## config.mk

```make
export PLATFORM = sky130hd
export DESIGN_NAME = sume_axi_master_seq
export DESIGN_NICKNAME = d
export VERILOG_FILES = /design/src/rtl/sume_axi_master_seq_pkg.sv /design/src/rtl/sume_axi_master_seq.sv
export SDC_FILE = /design/constraint.sdc
export NUM_CORES = 1
export LEC_CHECK = 0
export ABC_AREA = 1
export BUFFER_PORTS_ARGS = -buffer_cell sky130_fd_sc_hd__buf_2
export CAP_MARGIN = 5
export CORE_MARGIN = 2
export CORE_UTILIZATION = 49
export CTS_BUF_LIST = sky130_fd_sc_hd__clkbuf_2 sky130_fd_sc_hd__clkbuf_4 sky130_fd_sc_hd__clkbuf_8
export DETAILED_ROUTE_END_ITERATION = 7
export GPL_TIMING_DRIVEN = 0
export PLACE_DENSITY_LB_ADDON = 0.3
export SLEW_MARGIN = 20
export SYNTH_ARGS = -nofsm -noshare
export SYNTH_HDL_FRONTEND = slang
export SYNTH_SLANG_ARGS = --single-unit
```

## constraint.sdc

```tcl
create_clock -name M_AXI_ACLK -period 1.87 [get_ports M_AXI_ACLK]
set_input_delay 0.0935 -clock M_AXI_ACLK [delete_from_list [all_inputs] [get_ports M_AXI_ACLK]]
set_output_delay 0.0935 -clock M_AXI_ACLK [all_outputs]
set_load 0.05 [all_outputs]
```

## src/rtl/sume_axi_master_seq_pkg.sv

```systemverilog
// sume_axi_master_seq_pkg: sequencer state encoding and response status codes.
package sume_axi_master_seq_pkg;
    typedef enum logic [1:0] {
        S_IDLE  = 2'd0,
        S_BUSY  = 2'd1,
        S_RSP   = 2'd2,
        S_DRAIN = 2'd3
    } state_t;
    localparam logic [1:0] ST_OK      = 2'b00;
    localparam logic [1:0] ST_TIMEOUT = 2'b10;
endpackage

```

## src/rtl/sume_axi_master_seq.sv

```systemverilog
// sume_axi_master_seq: one-at-a-time command sequencer in front of an IPIF master, with timeout and statistics.
module sume_axi_master_seq
    import sume_axi_master_seq_pkg::*;
#(
    parameter int C_M_AXI_DATA_WIDTH = 32,
    parameter int C_M_AXI_ADDR_WIDTH = 32,
    parameter int C_TIMEOUT          = 1024,
    parameter int C_CNT_WIDTH        = 32
) (
    input  logic                              M_AXI_ACLK,
    input  logic                              M_AXI_ARESETN,
    input  logic                              CMD_VALID,
    output logic                              CMD_READY,
    input  logic                              CMD_WR,
    input  logic [C_M_AXI_ADDR_WIDTH-1:0]     CMD_ADDR,
    input  logic [C_M_AXI_DATA_WIDTH-1:0]     CMD_DATA,
    input  logic [C_M_AXI_DATA_WIDTH/8-1:0]   CMD_BE,
    output logic                              RSP_VALID,
    input  logic                              RSP_READY,
    output logic                              RSP_WR,
    output logic [C_M_AXI_DATA_WIDTH-1:0]     RSP_DATA,
    output logic [1:0]                        RSP_STATUS,
    output logic                              IP2Bus_MstWr_Req,
    output logic                              IP2Bus_MstRd_Req,
    output logic [C_M_AXI_ADDR_WIDTH-1:0]     IP2Bus_Mst_Addr,
    output logic [C_M_AXI_DATA_WIDTH/8-1:0]   IP2Bus_Mst_BE,
    output logic [C_M_AXI_DATA_WIDTH-1:0]     IP2Bus_MstWr_d,
    input  logic                              Bus2IP_Mst_CmdAck,
    input  logic                              Bus2IP_Mst_Cmplt,
    input  logic [C_M_AXI_DATA_WIDTH-1:0]     Bus2IP_MstRd_d,
    output logic [C_CNT_WIDTH-1:0]            WR_COUNT,
    output logic [C_CNT_WIDTH-1:0]            RD_COUNT,
    output logic [C_CNT_WIDTH-1:0]            TO_COUNT
);
    localparam int DW = C_M_AXI_DATA_WIDTH;
    localparam int AW = C_M_AXI_ADDR_WIDTH;
    localparam int BW = DW / 8;
    localparam int CW = C_CNT_WIDTH;
    localparam logic [31:0] TO_LAST = (C_TIMEOUT > 0) ? 32'(C_TIMEOUT - 1) : 32'd0;

    state_t          state_q, state_d;
    logic            pend_q, pend_d;
    logic [31:0]     to_q, to_d;
    logic            wr_q, wr_d;
    logic [AW-1:0]   addr_q, addr_d;
    logic [BW-1:0]   be_q, be_d;
    logic [DW-1:0]   wd_q, wd_d;
    logic [DW-1:0]   rdata_q, rdata_d;
    logic [1:0]      status_q, status_d;
    logic [CW-1:0]   wcnt_q, wcnt_d, rcnt_q, rcnt_d, tcnt_q, tcnt_d;
    logic            cmd_ready_q, rsp_valid_q, wreq_q, rreq_q;
    logic            unused_cmdack;

    assign unused_cmdack = Bus2IP_Mst_CmdAck;

    always_comb begin
        state_d  = state_q;
        pend_d   = pend_q;
        to_d     = (state_q == S_BUSY) ? to_q + 32'd1 : 32'd0;
        wr_d     = wr_q;
        addr_d   = addr_q;
        be_d     = be_q;
        wd_d     = wd_q;
        rdata_d  = rdata_q;
        status_d = status_q;
        wcnt_d   = wcnt_q;
        rcnt_d   = rcnt_q;
        tcnt_d   = tcnt_q;
        case (state_q)
            S_IDLE: if (cmd_ready_q && CMD_VALID) begin
                state_d = S_BUSY;
                wr_d    = CMD_WR;
                addr_d  = CMD_ADDR;
                be_d    = CMD_BE;
                wd_d    = CMD_WR ? CMD_DATA : '0;
            end
            S_BUSY: begin
                // completion takes priority over a coincident timeout
                if (Bus2IP_Mst_Cmplt) begin
                    state_d  = S_RSP;
                    rdata_d  = wr_q ? '0 : Bus2IP_MstRd_d;
                    status_d = ST_OK;
                    wcnt_d   = wr_q ? wcnt_q + CW'(1) : wcnt_q;
                    rcnt_d   = wr_q ? rcnt_q : rcnt_q + CW'(1);
                end else if (C_TIMEOUT != 0 && to_q == TO_LAST) begin
                    state_d  = S_RSP;
                    rdata_d  = '0;
                    status_d = ST_TIMEOUT;
                    tcnt_d   = tcnt_q + CW'(1);
                    pend_d   = 1'b1;
                end
                if (state_d == S_RSP) begin
                    addr_d = '0;
                    be_d   = '0;
                    wd_d   = '0;
                end
            end
            S_RSP: begin
                if (Bus2IP_Mst_Cmplt) pend_d = 1'b0;
                if (RSP_READY) begin
                    state_d  = pend_d ? S_DRAIN : S_IDLE;
                    wr_d     = 1'b0;
                    rdata_d  = '0;
                    status_d = ST_OK;
                end
            end
            S_DRAIN: if (Bus2IP_Mst_Cmplt) begin
                pend_d  = 1'b0;
                state_d = S_IDLE;
            end
            default: state_d = S_IDLE;
        endcase
    end

    always_ff @(posedge M_AXI_ACLK or negedge M_AXI_ARESETN) begin
        if (!M_AXI_ARESETN) begin
            state_q     <= S_IDLE;
            pend_q      <= 1'b0;
            to_q        <= '0;
            wr_q        <= 1'b0;
            addr_q      <= '0;
            be_q        <= '0;
            wd_q        <= '0;
            rdata_q     <= '0;
            status_q    <= ST_OK;
            wcnt_q      <= '0;
            rcnt_q      <= '0;
            tcnt_q      <= '0;
            cmd_ready_q <= 1'b0;
            rsp_valid_q <= 1'b0;
            wreq_q      <= 1'b0;
            rreq_q      <= 1'b0;
        end else begin
            state_q     <= state_d;
            pend_q      <= pend_d;
            to_q        <= to_d;
            wr_q        <= wr_d;
            addr_q      <= addr_d;
            be_q        <= be_d;
            wd_q        <= wd_d;
            rdata_q     <= rdata_d;
            status_q    <= status_d;
            wcnt_q      <= wcnt_d;
            rcnt_q      <= rcnt_d;
            tcnt_q      <= tcnt_d;
            cmd_ready_q <= state_d == S_IDLE;
            rsp_valid_q <= state_d == S_RSP;
            wreq_q      <= state_d == S_BUSY && wr_d;
            rreq_q      <= state_d == S_BUSY && !wr_d;
        end
    end

    assign CMD_READY        = cmd_ready_q;
    assign RSP_VALID        = rsp_valid_q;
    assign RSP_WR           = wr_q & rsp_valid_q;
    assign RSP_DATA         = rdata_q;
    assign RSP_STATUS       = status_q;
    assign IP2Bus_MstWr_Req = wreq_q;
    assign IP2Bus_MstRd_Req = rreq_q;
    assign IP2Bus_Mst_Addr  = addr_q;
    assign IP2Bus_Mst_BE    = be_q;
    assign IP2Bus_MstWr_d   = wd_q;
    assign WR_COUNT         = wcnt_q;
    assign RD_COUNT         = rcnt_q;
    assign TO_COUNT         = tcnt_q;
endmodule
```

**Yosys cells after proc, flatten, opt, wreduce, memory -nomap -nowiden**

Index checks and enable logic that the tools add are counted.

- Register bits: 238
- Input port bits: 107
- Output and inout bits: 203

- Add/sub/neg operators: 4
- Eq/ne operators: 13
- Mux-type cells: 35
- Bitwise operators: 3
- Reduce and logical (&&, ||, !) cells: 15

Operators by type and width:

| cell | number |
|---|---|
| 32-bit two-way mux | 9 |
| 32-bit case mux with 2 select lines | 3 |
| 32-bit by 1-bit adder with 32-bit output, second input constant | 4 |
| 32-bit by 10-bit == test with 1-bit output, second input constant | 1 |
| 2-bit two-way mux | 10 |
| 3-bit AND reduction | 6 |
| 2-bit == test, second input constant | 4 |
| 4-bit two-way mux | 2 |
| 2-bit case mux with 4 select lines | 1 |
| 4-bit case mux with 2 select lines | 1 |
| 1-bit two-way mux | 6 |
| 2-bit != test, second input constant | 3 |
| 2-bit by 1-bit == test with 1-bit output, second input constant | 2 |
| 2-bit zero test | 2 |
| 2-bit by 1-bit != test with 1-bit output, second input constant | 2 |
| 2-bit case mux with 2 select lines | 1 |
| 2-bit nonzero test | 2 |
| 1-bit logical AND | 3 |
| 3-bit by 2-bit != test with 1-bit output, second input constant | 1 |
| 1-bit case mux with 3 select lines | 1 |
| 3-bit nonzero test | 1 |
| 1-bit NOT | 2 |
| 1-bit case mux with 2 select lines | 1 |
| 1-bit bitwise AND | 1 |
| 1-bit zero test | 1 |

**Longest topological paths before layout**

- Word-level depth: 7
- Gate-level depth with buffers: 13
- Gate-level depth less buffers: 13

**Worst setup path before layout**

Ideal clock, no wire load.

- Kind: reg2reg
- Start point: reg tcnt_q[0], in the netlist TO_COUNT[0]
- End point: reg tcnt_q[30], in the netlist TO_COUNT[30]
- Arrival time: 1.825 ns
- Setup slack: -0.083 ns
- Stages on the path, launching flop included: 10
- Buffers on the path: 0
- Cell sequence: dfrtp_1 -> ha_1 -> nand3_1 -> nor2_1 -> inv_1 -> nor2_1 -> nand2_1 -> xor2_1 -> nand2_1 -> o21ai_0

- Cells in the longest elaborated chain, start to end: 1

RTL lines:

| item | RTL line | source |
|---|---|---|
| start: declaration | sume_axi_master_seq.sv:50 | `logic [CW-1:0] wcnt_q, wcnt_d, rcnt_q, rcnt_d, tcnt_q, tcnt_d;` |
| start signal: assignment | sume_axi_master_seq.sv:145 | `tcnt_q <= tcnt_d;` |
| 32-bit by 1-bit adder with 32-bit output | sume_axi_master_seq.sv:89 | `tcnt_d = tcnt_q + CW'(1);` |

No other way between the ends.
A chain may end at the register's enable or synchronous reset.

**Worst setup path after layout**

- Start point: reg to_q[18]
- End point: reg rdata_q[11], in the netlist RSP_DATA[11]

- Cells in the longest elaborated chain, start to end: 3

RTL lines:

| item | RTL line | source |
|---|---|---|
| start: declaration | sume_axi_master_seq.sv:43 | `logic [31:0] to_q, to_d;` |
| start signal: assignment | sume_axi_master_seq.sv:136 | `to_q <= to_d;` |
| 32-bit by 10-bit == test with 1-bit output | sume_axi_master_seq.sv:85 | `end else if (C_TIMEOUT != 0 && to_q == TO_LAST) begin` |
| 3-bit by 2-bit != test with 1-bit output (no source line) | n/a |  |
| 3-bit AND reduction (no source line) | n/a |  |
| end signal: assignment | sume_axi_master_seq.sv:141 | `rdata_q <= rdata_d;` |
| end: declaration | sume_axi_master_seq.sv:48 | `logic [DW-1:0] rdata_q, rdata_d;` |

No other way between the ends.

==> results.toml <==
[sta]
fin_skew_ns = 0.02230
slew_headroom_pct = 58.62
setup_viol = 86
rsz0062_at_grt = "true"
fin_crit_share_pct = 106.3
max_freq_mhz = 502.9
period_needed_ns = 1.988
worst_slew_pin_slew_ns = 0.6159
timing.final.max_slew_violations = 0
timing.setup.tns_ns = -2.704
setup_ws_ns = -0.1184
hold_violations = 0

[setup_path]
critPathRequiredTime_ns = 2.32
timing.reg2reg.worst_path_depth = 12
worst_r2r_startpoint = "to_q[18]$_DFF_PN0_"
worst_path_most_repeated_cell = "buf_8"
critical_r2r_capture = "RSP_DATA[11]$_DFFE_PN0P_"
kind_of_critical_path = "flop to flop"
critPathLaunchType = "flop"
ff2ff_setup_slack_ns = -0.12
crit_path_max_incr_delay_ns = 0.42
cp_cell_sequence = "inv_1, nand2_1, nor2_4, nand2_2, nor2_8, nand2_4, buf_6, a21oi_4, buf_8, buf_8, nand3_2, o21ai_1"
critical_path.max_fanout = 6
slowest_stage = "dfrtp_1"
timing.critical_path.to_type = "flop"
cp.arrival_ns = 2.44

[route]
antenna_violating_nets_post_route = 0
routed_wl_um = 36740
vias_post_dr = 11530
tritonroute_pass_1_iters = 5
average_wire_length_per_cell_after_detail_routing_um = 16.45
drc_violations_left = 0
first_iter_violations = 937
routed_via_count_divided_by_cell_count = 5.164

[cts]
clock_path_buffers = 3
cts_htree_levels = 2
cts_num_sinks = 237
clock_latency_ns = 0.55
clkSlewWorstSetupHoldPaths_ns = 0.08
cts-buffers-inserted = 42
root_driver = "clkbuf_8"
tritoncts_clock_tree = "built"

[power_and_ir_drop]
power_per_cell_area_nw_per_um2 = 1514
leakagePower_uw = 0.008722
design_power_total_uw = 26180
largest_voltage_drop_on_the_vdd_net_mv = 1.273

[global_routing]
wire_length_of_the_first_global_routing_pass_um = 52360
grt_util_all_layers_pct = 25.89
globalRoute.totalOverflow = 0
grt_antenna_before_repair = 1
grt_start_max_net_pins = 96
grt_pass1_vias = 10710

[floorplan]
initial_utilization_pct = 49.52
die_area_um2 = 24750
core_area_um2 = 23260
die_y_um = 157.3
std_cell_rows = 56
die_w_um = 157.3
io_pins = 310

[final_layout]
drive_above_1_share_pct = 36.07
syn_to_final_growth_pct = 50.06
final-instance-count-excl-fill = 2233
fin_nets = 2000
utilization_pct = 74.31
layout.filler_cells = 1582

[status]
failing_checks = "setup timing"
run_status = "complete, but fails checks"

[synth]
synth.cell_area_um2 = 11520
synth_top_flop_cell = "dfrtp_1"
postSynth.asyncResetShare_pct = 100.0
synth_enable_flop_cells = 0
synthesis.area_per_instance_um2 = 8.610
synth.lib_cells_used.distinct = 48
yosys_warnings = 0
flops_latches_synth = 237
synth_cells = 1338
synth.net_count = 1453
yosysSeqAreaShare_pct = 51.48

[hold_path]
hold_removal_path_class = "primary input to flop"
worst_hold_endpoint = "state_q[1]$_DFF_PN0_"
hold_depth = 5
hp-start = "RSP_READY"

[placement]
gp_routability_congestion = 0.9376
io_buffers = 307
place_inst = 1966
detailedPlacementHpwl_um = 21410

[job]
timing.max_cap.violations = 0
worst max-delay path, delay by kind of cell, from the launching register on:
kind	cells	cell delay (ns)
AOI/OAI and AO/OA	2	0.36
buffers and inverters	4	0.55
DFF	1	0.42
and+or+nand+nor	6	0.57
sequential cells by signal (all words and copies together), names as in the netlist, 2 cells and up:
register,cells
IP2Bus_Mst_Addr,32
WR_COUNT,32
IP2Bus_MstWr_d,32
RD_COUNT,32
RSP_DATA,32
to_q,32
state_q,2
IP2Bus_Mst_BE,4
TO_COUNT,32
power breakdown:
part / total (µW) / leakage [µW] / internal [µW] / switching, µW
Sequential: 7130 / 0.00304 / 6310 / 819
Combinational: 13500 / 0.00518 / 4720 / 8780
Clock: 5550 / 0.000497 / 3340 / 2210
Total: 26200 / 0.00872 / 14400 / 11800
how the worst max path moves through the flow:
| stage | cells past startpoint | start | end |
|---|---|---|---|
| finish | 12 | to_q[18]$_DFF_PN0_ | RSP_DATA[11]$_DFFE_PN0P_ |
| global route | 12 | to_q[30]$_DFF_PN0_ | RSP_DATA[11]$_DFFE_PN0P_ |
| CTS | 12 | state_q[1]$_DFF_PN0_ | WR_COUNT[30]$_DFFE_PN0P_ |
| detailed placement | 10 | to_q[0]$_DFF_PN0_ | IP2Bus_Mst_Addr[9]$_DFFE_PN0P_ |
| global placement | 1 | M_AXI_ARESETN | WR_COUNT[1]$_DFFE_PN0P_ |
| floorplan | 13 | state_q[1]$_DFF_PN0_ | RD_COUNT[26]$_DFFE_PN0P_ |
routing by layer:
metal  share of wire (%)  global-route usage, %
met5                   0                      0
met4                 4.2                  10.69
met3                 5.8                  4.818
met2                  51                  43.19
met1                  39                  33.21
through the flow:
| stage | cell area [µm²] | hold WS, ns | setup slack (ns) |
|---|---|---|---|
| after floorplan | 11540 | -0.2021 | -0.01978 |
| after global placement | 13480 | 0.3273 | -3.969 |
| after detailed placement | 13540 | 0.09728 | -0.3880 |
| after CTS | 15830 | 0.01775 | -0.07218 |
| after global routing | 17290 | 0.04307 | -0.2196 |
| final | 17290 | 0.04925 | -0.1184 |
cells in the final DEF (no fill, tap or decap), types with 31 or more instances in the layout:
cell	Yosys	final
clkbuf_8	0	52
buf_2	8	312
o21ai_2	10	34
nand3_1	65	41
nor3_1	54	47
o21ai_0	56	31
dlygate4sd3_1	0	103
dfrtp_1	237	222
buf_4	1	70
o21ai_1	58	59
inv_1	145	133
nand2_1	342	328
nor2_1	105	92
xor2_1	63	63
layout make-up:
cell class | instances | area [µm²] | share of cell area [%]
diodes | 1 | 2.502 | 0.01448
plain buffers | 38 | 389.1 | 2.251
clock buffers | 59 | 768.2 | 4.444
clock inverters | 13 | 201.4 | 1.165
inverters | 152 | 578.1 | 3.344
multi-input cells | 910 | 5340 | 30.89
flip-flops and latches | 237 | 5949 | 34.42
well taps | 319 | 399.1 | 2.309
repair buffers | 504 | 3659 | 21.16
Yosys cell counts, drive strengths merged (2+ instances only):
cell type	number	area (µm²)
a21oi	22	113.9
a31oi	2	12.51
and3	2	12.51
buf	20	171.4
clkbuf	19	72.56
dfrtp	237	5931
ha	8	100.1
inv	152	570.6
nand2	353	1368
nand3	79	480.5
nand3b	2	15.01
nand4	28	196.4
nor2	123	575.6
nor3	56	296.5
nor4	6	37.54
o21ai	125	674.4
xnor2	30	262.8
xor2	63	551.8
cell families (layout without fill, tap and decap cells):
logic type | Yosys count | in the layout | synth area share (%)
AOI/OAI and AO/OA | 156 | 156 | 7.418
xor gates and xnor gates | 93 | 93 | 7.071
adders and majority gates | 8 | 8 | 0.8689
buffers and inverters | 191 | 766 | 7.071
DFF | 237 | 237 | 51.48
other | 1 | 2 | 0.03255
and+or+nand+nor | 652 | 652 | 26.06
timing repair:
item,in CTS,in global routing
hold buffers,103,0
cloned,0,18
resized for setup,35,216
setup buffers,22,53
pin swaps,11,30
setup endpoints to repair,170,176
endpoints found under the hold margin,183,0
(Power assumes the default switching activity.)
